**src/rtl/cell_draw_scheduler_if.sv**
```systemverilog
// Pixel-scheduler bus: cell erase/draw requests in, one x/y/colour/wren pixel stream out.
// Optional clear handshake present when CELL_DRAW_CLEAR_EN is defined.
interface cell_draw_scheduler_if;
    logic       erase_req;
    logic [7:0] erase_x;
    logic [6:0] erase_y;
    logic       erase_ack;
    logic       draw_req;
    logic [7:0] draw_x;
    logic [6:0] draw_y;
    logic [2:0] draw_colour;
    logic       draw_ack;
    logic       busy;
    logic       done;
    logic [7:0] x;
    logic [6:0] y;
    logic [2:0] colour;
    logic       wren;
`ifdef CELL_DRAW_CLEAR_EN
    logic       clear_req;
    logic       clear_ack;
`endif

    modport master (
        output erase_req, erase_x, erase_y, draw_req, draw_x, draw_y, draw_colour,
`ifdef CELL_DRAW_CLEAR_EN
        output clear_req,
        input  clear_ack,
`endif
        input  erase_ack, draw_ack, busy, done, x, y, colour, wren
    );

    modport slave (
        input  erase_req, erase_x, erase_y, draw_req, draw_x, draw_y, draw_colour,
`ifdef CELL_DRAW_CLEAR_EN
        input  clear_req,
        output clear_ack,
`endif
        output erase_ack, draw_ack, busy, done, x, y, colour, wren
    );
endinterface

```
**src/rtl/cell_draw_scheduler.sv**
```systemverilog
// Expands cell erase/draw requests into CELL x CELL pixel writes, erase ordered before draw.
// Define CELL_DRAW_CLEAR_EN to add a full-screen black clear request (CLEAR state).
module cell_draw_scheduler #(
    parameter int CELL      = 4,
    parameter int CELL_LOG2 = 2,
    parameter int SCR_W     = 160,
    parameter int SCR_H     = 120
) (
    input  logic                 clk,
    input  logic                 resetn,
    cell_draw_scheduler_if.slave bus
);

    localparam int CW = (CELL_LOG2 == 0) ? 1 : 2 * CELL_LOG2;
    localparam logic [CW-1:0] LAST = CW'(CELL * CELL - 1);

`ifdef CELL_DRAW_CLEAR_EN
    typedef enum logic [2:0] {S_IDLE, S_ERASE, S_DRAW, S_DONE, S_CLEAR} state_t;
`else
    typedef enum logic [1:0] {S_IDLE, S_ERASE, S_DRAW, S_DONE} state_t;
`endif

    state_t        r_state, w_nx_state;
    logic [CW-1:0] r_cnt, w_nx_cnt;
    logic [7:0]    r_bx, w_nx_bx;
    logic [6:0]    r_by, w_nx_by;
    logic [2:0]    r_bcol, w_nx_bcol;
    logic          r_from_erase, w_nx_from_erase;
    logic [7:0]    r_x, w_nx_x;
    logic [6:0]    r_y, w_nx_y;
    logic [2:0]    r_col, w_nx_col;
    logic          r_wren, w_nx_wren;
    logic          r_eack, w_nx_eack;
    logic          r_dack, w_nx_dack;
    logic          r_done, w_nx_done;
    logic          r_busy;
    logic          w_take_draw;
    logic [7:0]    w_px_x;
    logic [6:0]    w_px_y;
    logic          w_on_screen;
`ifdef CELL_DRAW_CLEAR_EN
    logic          r_cack, w_nx_cack;
`endif

    // Counter low bits are the column, high bits the row (row-major within a cell).
    assign w_px_x      = r_bx + 8'(int'(r_cnt) & (CELL - 1));
    assign w_px_y      = r_by + 7'(int'(r_cnt) >> CELL_LOG2);
    assign w_on_screen = ({1'b0, w_px_x} < 9'(SCR_W)) && ({1'b0, w_px_y} < 8'(SCR_H));

    always_comb begin
        w_nx_state      = r_state;
        w_nx_cnt        = r_cnt;
        w_nx_bx         = r_bx;
        w_nx_by         = r_by;
        w_nx_bcol       = r_bcol;
        w_nx_from_erase = r_from_erase;
        w_nx_x          = r_x;
        w_nx_y          = r_y;
        w_nx_col        = r_col;
        w_nx_wren       = 1'b0;
        w_nx_eack       = 1'b0;
        w_nx_dack       = 1'b0;
        w_nx_done       = 1'b0;
        w_take_draw     = 1'b0;
`ifdef CELL_DRAW_CLEAR_EN
        w_nx_cack       = 1'b0;
`endif
        case (r_state)
            S_IDLE: begin
`ifdef CELL_DRAW_CLEAR_EN
                if (bus.clear_req) begin
                    w_nx_cack       = 1'b1;
                    w_nx_bx         = '0;
                    w_nx_by         = '0;
                    w_nx_from_erase = 1'b0;
                    w_nx_state      = S_CLEAR;
                end else
`endif
                if (bus.erase_req) begin
                    w_nx_eack       = 1'b1;
                    w_nx_bx         = bus.erase_x;
                    w_nx_by         = bus.erase_y;
                    w_nx_bcol       = '0;
                    w_nx_cnt        = '0;
                    w_nx_from_erase = 1'b1;
                    w_nx_state      = S_ERASE;
                end else if (bus.draw_req) begin
                    w_take_draw = 1'b1;
                end
            end
            S_ERASE, S_DRAW: begin
                w_nx_x    = w_px_x;
                w_nx_y    = w_px_y;
                w_nx_col  = r_bcol;
                w_nx_wren = w_on_screen;
                w_nx_cnt  = r_cnt + CW'(1);
                if (r_cnt == LAST) w_nx_state = S_DONE;
            end
            S_DONE: begin
                w_nx_done = 1'b1;
                // A draw pending behind an erase is taken here so the head overwrites the old tail.
                if (r_from_erase && bus.draw_req) begin
                    w_take_draw = 1'b1;
                end else begin
                    w_nx_from_erase = 1'b0;
                    w_nx_state      = S_IDLE;
                end
            end
`ifdef CELL_DRAW_CLEAR_EN
            S_CLEAR: begin
                w_nx_x    = r_bx;
                w_nx_y    = r_by;
                w_nx_col  = '0;
                w_nx_wren = 1'b1;
                if (r_bx == 8'(SCR_W - 1)) begin
                    w_nx_bx = '0;
                    if (r_by == 7'(SCR_H - 1)) w_nx_state = S_DONE;
                    else                       w_nx_by    = r_by + 7'd1;
                end else begin
                    w_nx_bx = r_bx + 8'd1;
                end
            end
`endif
            default: w_nx_state = S_IDLE;
        endcase
        if (w_take_draw) begin
            w_nx_dack       = 1'b1;
            w_nx_bx         = bus.draw_x;
            w_nx_by         = bus.draw_y;
            w_nx_bcol       = bus.draw_colour;
            w_nx_cnt        = '0;
            w_nx_from_erase = 1'b0;
            w_nx_state      = S_DRAW;
        end
    end

    always_ff @(posedge clk) begin
        if (!resetn) begin
            r_state      <= S_IDLE;
            r_cnt        <= '0;
            r_bx         <= '0;
            r_by         <= '0;
            r_bcol       <= '0;
            r_from_erase <= 1'b0;
            r_x          <= '0;
            r_y          <= '0;
            r_col        <= '0;
            r_wren       <= 1'b0;
            r_eack       <= 1'b0;
            r_dack       <= 1'b0;
            r_done       <= 1'b0;
            r_busy       <= 1'b0;
`ifdef CELL_DRAW_CLEAR_EN
            r_cack       <= 1'b0;
`endif
        end else begin
            r_state      <= w_nx_state;
            r_cnt        <= w_nx_cnt;
            r_bx         <= w_nx_bx;
            r_by         <= w_nx_by;
            r_bcol       <= w_nx_bcol;
            r_from_erase <= w_nx_from_erase;
            r_x          <= w_nx_x;
            r_y          <= w_nx_y;
            r_col        <= w_nx_col;
            r_wren       <= w_nx_wren;
            r_eack       <= w_nx_eack;
            r_dack       <= w_nx_dack;
            r_done       <= w_nx_done;
            r_busy       <= (w_nx_state != S_IDLE);
`ifdef CELL_DRAW_CLEAR_EN
            r_cack       <= w_nx_cack;
`endif
        end
    end

    assign bus.erase_ack = r_eack;
    assign bus.draw_ack  = r_dack;
    assign bus.busy      = r_busy;
    assign bus.done      = r_done;
    assign bus.x         = r_x;
    assign bus.y         = r_y;
    assign bus.colour    = r_col;
    assign bus.wren      = r_wren;
`ifdef CELL_DRAW_CLEAR_EN
    assign bus.clear_ack = r_cack;
`endif

endmodule
```
**src/flat_wrapper.sv**
```systemverilog
// flat-port wrapper written by rule: the top's interface ports become plain ports
module cell_draw_scheduler_flat 
#(
    parameter int CELL      = 4,
    parameter int CELL_LOG2 = 2,
    parameter int SCR_W     = 160,
    parameter int SCR_H     = 120
)
  (clk, resetn, bus_erase_req, bus_erase_x, bus_erase_y, bus_draw_req, bus_draw_x, bus_draw_y, bus_draw_colour, bus_erase_ack, bus_draw_ack, bus_busy, bus_done, bus_x, bus_y, bus_colour, bus_wren);
  cell_draw_scheduler_if bus_i ();
  input  logic clk;
  input  logic resetn;
  input wire logic [$bits(bus_i.erase_req)-1:0] bus_erase_req;
  input wire logic [$bits(bus_i.erase_x)-1:0] bus_erase_x;
  input wire logic [$bits(bus_i.erase_y)-1:0] bus_erase_y;
  input wire logic [$bits(bus_i.draw_req)-1:0] bus_draw_req;
  input wire logic [$bits(bus_i.draw_x)-1:0] bus_draw_x;
  input wire logic [$bits(bus_i.draw_y)-1:0] bus_draw_y;
  input wire logic [$bits(bus_i.draw_colour)-1:0] bus_draw_colour;
  output wire logic [$bits(bus_i.erase_ack)-1:0] bus_erase_ack;
  output wire logic [$bits(bus_i.draw_ack)-1:0] bus_draw_ack;
  output wire logic [$bits(bus_i.busy)-1:0] bus_busy;
  output wire logic [$bits(bus_i.done)-1:0] bus_done;
  output wire logic [$bits(bus_i.x)-1:0] bus_x;
  output wire logic [$bits(bus_i.y)-1:0] bus_y;
  output wire logic [$bits(bus_i.colour)-1:0] bus_colour;
  output wire logic [$bits(bus_i.wren)-1:0] bus_wren;
  assign bus_i.erase_req = bus_erase_req;
  assign bus_i.erase_x = bus_erase_x;
  assign bus_i.erase_y = bus_erase_y;
  assign bus_i.draw_req = bus_draw_req;
  assign bus_i.draw_x = bus_draw_x;
  assign bus_i.draw_y = bus_draw_y;
  assign bus_i.draw_colour = bus_draw_colour;
  assign bus_erase_ack = bus_i.erase_ack;
  assign bus_draw_ack = bus_i.draw_ack;
  assign bus_busy = bus_i.busy;
  assign bus_done = bus_i.done;
  assign bus_x = bus_i.x;
  assign bus_y = bus_i.y;
  assign bus_colour = bus_i.colour;
  assign bus_wren = bus_i.wren;
  cell_draw_scheduler #(.CELL(CELL), .CELL_LOG2(CELL_LOG2), .SCR_W(SCR_W), .SCR_H(SCR_H)) u_core (.clk(clk), .resetn(resetn), .bus(bus_i));
endmodule
```
**config.mk**
```make
export PLATFORM = sky130hd
export DESIGN_NAME = cell_draw_scheduler_flat
export DESIGN_NICKNAME = d
export VERILOG_FILES = /design/src/rtl/cell_draw_scheduler_if.sv /design/src/rtl/cell_draw_scheduler.sv /design/src/flat_wrapper.sv
export SDC_FILE = /design/constraint.sdc
export NUM_CORES = 1
export LEC_CHECK = 0
export ABC_AREA = 1
export ABC_CLOCK_PERIOD_IN_PS = 2230
export BUFFER_PORTS_ARGS = -buffer_cell sky130_fd_sc_hd__buf_2
export CAP_MARGIN = 20
export CORE_UTILIZATION = 53
export CTS_BUF_LIST = sky130_fd_sc_hd__clkbuf_16
export CTS_CLUSTER_SIZE = 14
export DETAILED_ROUTE_END_ITERATION = 7
export GPL_TIMING_DRIVEN = 0
export PLACE_DENSITY = 0.83
export SLEW_MARGIN = 20
export SYNTH_ARGS = -nofsm -noshare
export SYNTH_HDL_FRONTEND = slang
export SYNTH_SLANG_ARGS = --single-unit
export TNS_END_PERCENT = 50
```
**constraint.sdc**
```tcl
create_clock -name clk -period 2.23 [get_ports clk]
set_input_delay 0.446 -clock clk [delete_from_list [all_inputs] [get_ports clk]]
set_output_delay 0.446 -clock clk [all_outputs]
set_load 0.01 [all_outputs]
```
==> impl_results.md <==
* Post-synthesis instance area at between 0.002 and 0.0025 mm^2
* Port Buf Inserts at between 50 and 60
* Final setup violation count at 0
* Largest stage delay, worst path at 0.42 ns
* Setup Fix Bufs, Post-CTS at 0
* Met3 Use GR at 0.06250
* Internal power at approximately 1.9 mW
* Hold_ws at between 0.3 and 0.4 ns
* FF/Latch Area at slightly below 0.001 mm^2
* Leak at approximately 1.5 nW
* Sequential-to-total area share from yosys stat at 0.4079
* Clock Latency Late Sink at 0.29 ns
* PnR Total Power at roughly 2.9 mW
* Clock power share at 0.297
* Routed Wire Length at approximately 5800 um
* CTS tree: built
* CP arrival at roughly 2.1 ns
* FF-to-FF setup slack at roughly 0.33 ns
* Top achievable clock speed at around 520 MHz
* Hold Path Class: in2reg
* Final hold violations at 0
* Largest net degree at the start of global routing at 17
* Outcome: finished clean
* Std cell rows at 23
* Grt total ovfl at 0
* GRT met1 Usage at 0.3168
* Routed Antenna Nets at 0
* Combinational power share at 0.309
* CP endpoint kind: register
* FFs w/ async S/R, synth at 0
* Slew @ Worst Pin at ~0.59 ns
* Post-Syn Nets at about 370
* Gpl congestion at 0.8817
* RSZ-0062 raised after global routing: false
* Final #Nets at about 440
* Clk root buf: clkbuf_16
* Drt first pass iters at 4
* Tcrit/Tclk final at 0.8542
* Post-synthesis register bit count at 48
* Vias/cell at roughly 5.4
* PD cells at 1004 mW/mm^2
* Warnings from Yosys at 0
* Buffers and inverters on the worst path at 1
* Worst vdd ir at ~570 uV
* # IOs at 60
* DR vias at around 2400
* All-Layer GR Usage at 0.2761
* Mapped Cells at 324
* Setup slack at placement at around 0.37 ns
* Worst path cell trace: ha_1, inv_1, fa_1, nor2_1, nand3_1, nand2_1, nand2_1, nor2_1, nor2_1, nor2_1
* Startpoint types: register
* Fillers at 371
* Setup TNS at 0 ns
* Layout area overhead at 22.52%
* Most common cell after layout, fill and taps aside: nand2_1
* Most frequent cells in the layout: nand2_1, buf_2, dfxtp_1
* Slew Viols, Final at 0
* Non-Filler Instances at around 440
* Dominant synthesized flop cell: dfxtp_1
* Crit path kind: reg2reg
* Crit-path leading delay family: simple AND/OR/NAND/NOR gates
* Switching pwr at between 0.9 and 1 mW
* GR peak layer: met2
* CP max-delay cell: dfxtp_1
* Number of antenna diodes at 0
* Starting Density at 0.5685
* MaxCap Viol Count at 0
* Post-Place Cells at approximately 430
* Clock Path Buffers at 2
* Number of synthesized flops with an enable pin at 0
* First-pass GRT wire length at 9535 um
* Worst relative slew slack at 0.6061
* Mapped Avg Cell Area at ~7.3 um^2
* Post-route cell area at roughly 0.0029 mm^2
* Library cells used by synthesis at 29
* Die height at between 60 and 70 um
* PnR worst setup slack at roughly 0.33 ns
* Reg power frac at 0.394
* Net Sw Frac at 0.3422
* Placed instance area at around 0.0027 mm^2
* Remaining DRCs at 0
* Vias in the first global route at between 2000 and 2500
* Cts hold-fix bufs at 0
* Period minus WS final at between 1.5 and 2 ns
* Die ar. at 0.004716 mm^2
* Area of the multi-input gates at 0.001177 mm^2
* Critical path data required time at 2.45 ns
* Share of cells above drive strength 1 at 0.2251
* Initial antenna violation count at 0
* TritonCTS Buffers at 5
* Most used cell, CP: nor2_1
* Routed length per placed instance at 13.16 um
* Utilization after layout at 0.6966
* # clock sinks at between 40 and 50
* Die X-Extent at between 60 and 70 um
* Skew final at 0.003120 ns
* Post-cts resize count at 0
* H-tree lvl count at 2
* CTS clk-pin slew, worst paths at around 0.07 ns
* Core area at slightly above 0.004 mm^2
* Met2 usage at 0.4841
* DR iter-0 viols at approximately 240
* Detailed placement HPWL at about 4200 um
* Crit Path Max Fanout at 5
[metal layers]
layer / up-vias / wire [um]
met2: 103 / 2797
li1: 1190 / -
met1: 1083 / 2412
met4: 0 / 111
met3: 12 / 481
met5: - / 0
[worst register-to-register path, cell delays in order (launching register included)]
cell,delay (ns)
dfxtp_1,0.42
ha_1,0.21
inv_1,0.06
fa_1,0.40
nor2_1,0.20
nand3_1,0.10
nand2_1,0.07
nand2_1,0.06
nor2_1,0.12
nor2_1,0.08
nor2_1,0.12
[logic make-up (layout without fill, tap and decap cells)]
family	Yosys count	in the layout	share of synthesized area
adder cells (fa/ha/maj)	10	10	0.05948
AO/OA/AOI/OAI	66	66	0.1535
AND/OR/NAND/NOR	146	146	0.2682
buffers and inverters	49	116	0.09240
XOR/XNOR	5	5	0.01859
flip-flops	48	48	0.4079
[flip-flops by register name, summed over array words and instances, names as in the netlist, 2 cells and up]
name and count:
u_core.bus.x 8, u_core.r_bx 8, u_core.bus.y 7, u_core.r_by 7, u_core.r_cnt 4, u_core.bus.colour 3
u_core.r_bcol 3, u_core.r_state 2
[synth_stat cells, types with 2 or more instances]
cell type / instances / area [um^2]
a211oi_1: 2 / 15.01
a21oi_1: 16 / 80.08
a22o_1: 3 / 26.28
a31oi_1: 7 / 43.79
buf_2: 5 / 25.02
buf_4: 3 / 22.52
buf_6: 2 / 22.52
clkbuf_1: 5 / 18.77
dfxtp_1: 48 / 960.9
fa_1: 2 / 40.04
ha_1: 8 / 100.1
inv_1: 32 / 120.1
nand2_1: 66 / 247.7
nand2_2: 3 / 18.77
nand2_4: 2 / 22.52
nand3_1: 23 / 115.1
nand3b_1: 2 / 15.01
nand4_1: 7 / 43.79
nor2_1: 40 / 150.1
o21ai_0: 31 / 155.2
o21ai_1: 5 / 25.02
or2_2: 2 / 12.51
xor2_1: 4 / 35.03
[power by group through the flow]
| stage | sequential [mW] | combinational (mW) | clock, mW |
|---|---|---|---|
| 6_report | 1.14 | 0.895 | 0.862 |
| 5_1_grt | 1.16 | 1.01 | 0.906 |
| 4_1_cts | 1.14 | 0.896 | 0.868 |
| 3_5_place_dp | 1.16 | 0.885 | 0 |
| 3_3_place_gp | 1.16 | 0.868 | 0 |
| 2_1_floorplan | 1.19 | 0.553 | 0 |
[layout make-up]
| type | count | share of cell area |
|---|---|---|
| sequential | 48 | 0.3329 |
| buffer | 15 | 0.03078 |
| tap | 50 | 0.02167 |
| timing repair buffer | 59 | 0.1023 |
| clock inverter | 3 | 0.01647 |
| clock buffer | 5 | 0.04335 |
| multi-input combinational | 227 | 0.4079 |
| inverter | 34 | 0.04465 |
[final timing paths]
path	cells past startpoint	start	end
setup / recovery	10	u_core.r_cnt[0]$_SDFFE_PP0P_	u_core.bus.wren$_SDFF_PN0_
hold / removal	2	bus_draw_colour[0]	u_core.r_bcol[0]$_SDFFE_PN0P_
setup reg to reg	10	u_core.r_cnt[0]$_SDFFE_PP0P_	u_core.bus.wren$_SDFF_PN0_
hold reg to reg	1	u_core.r_bcol[1]$_SDFFE_PN0P_	u_core.r_bcol[1]$_SDFFE_PN0P_
(Power assumes the default switching activity.)
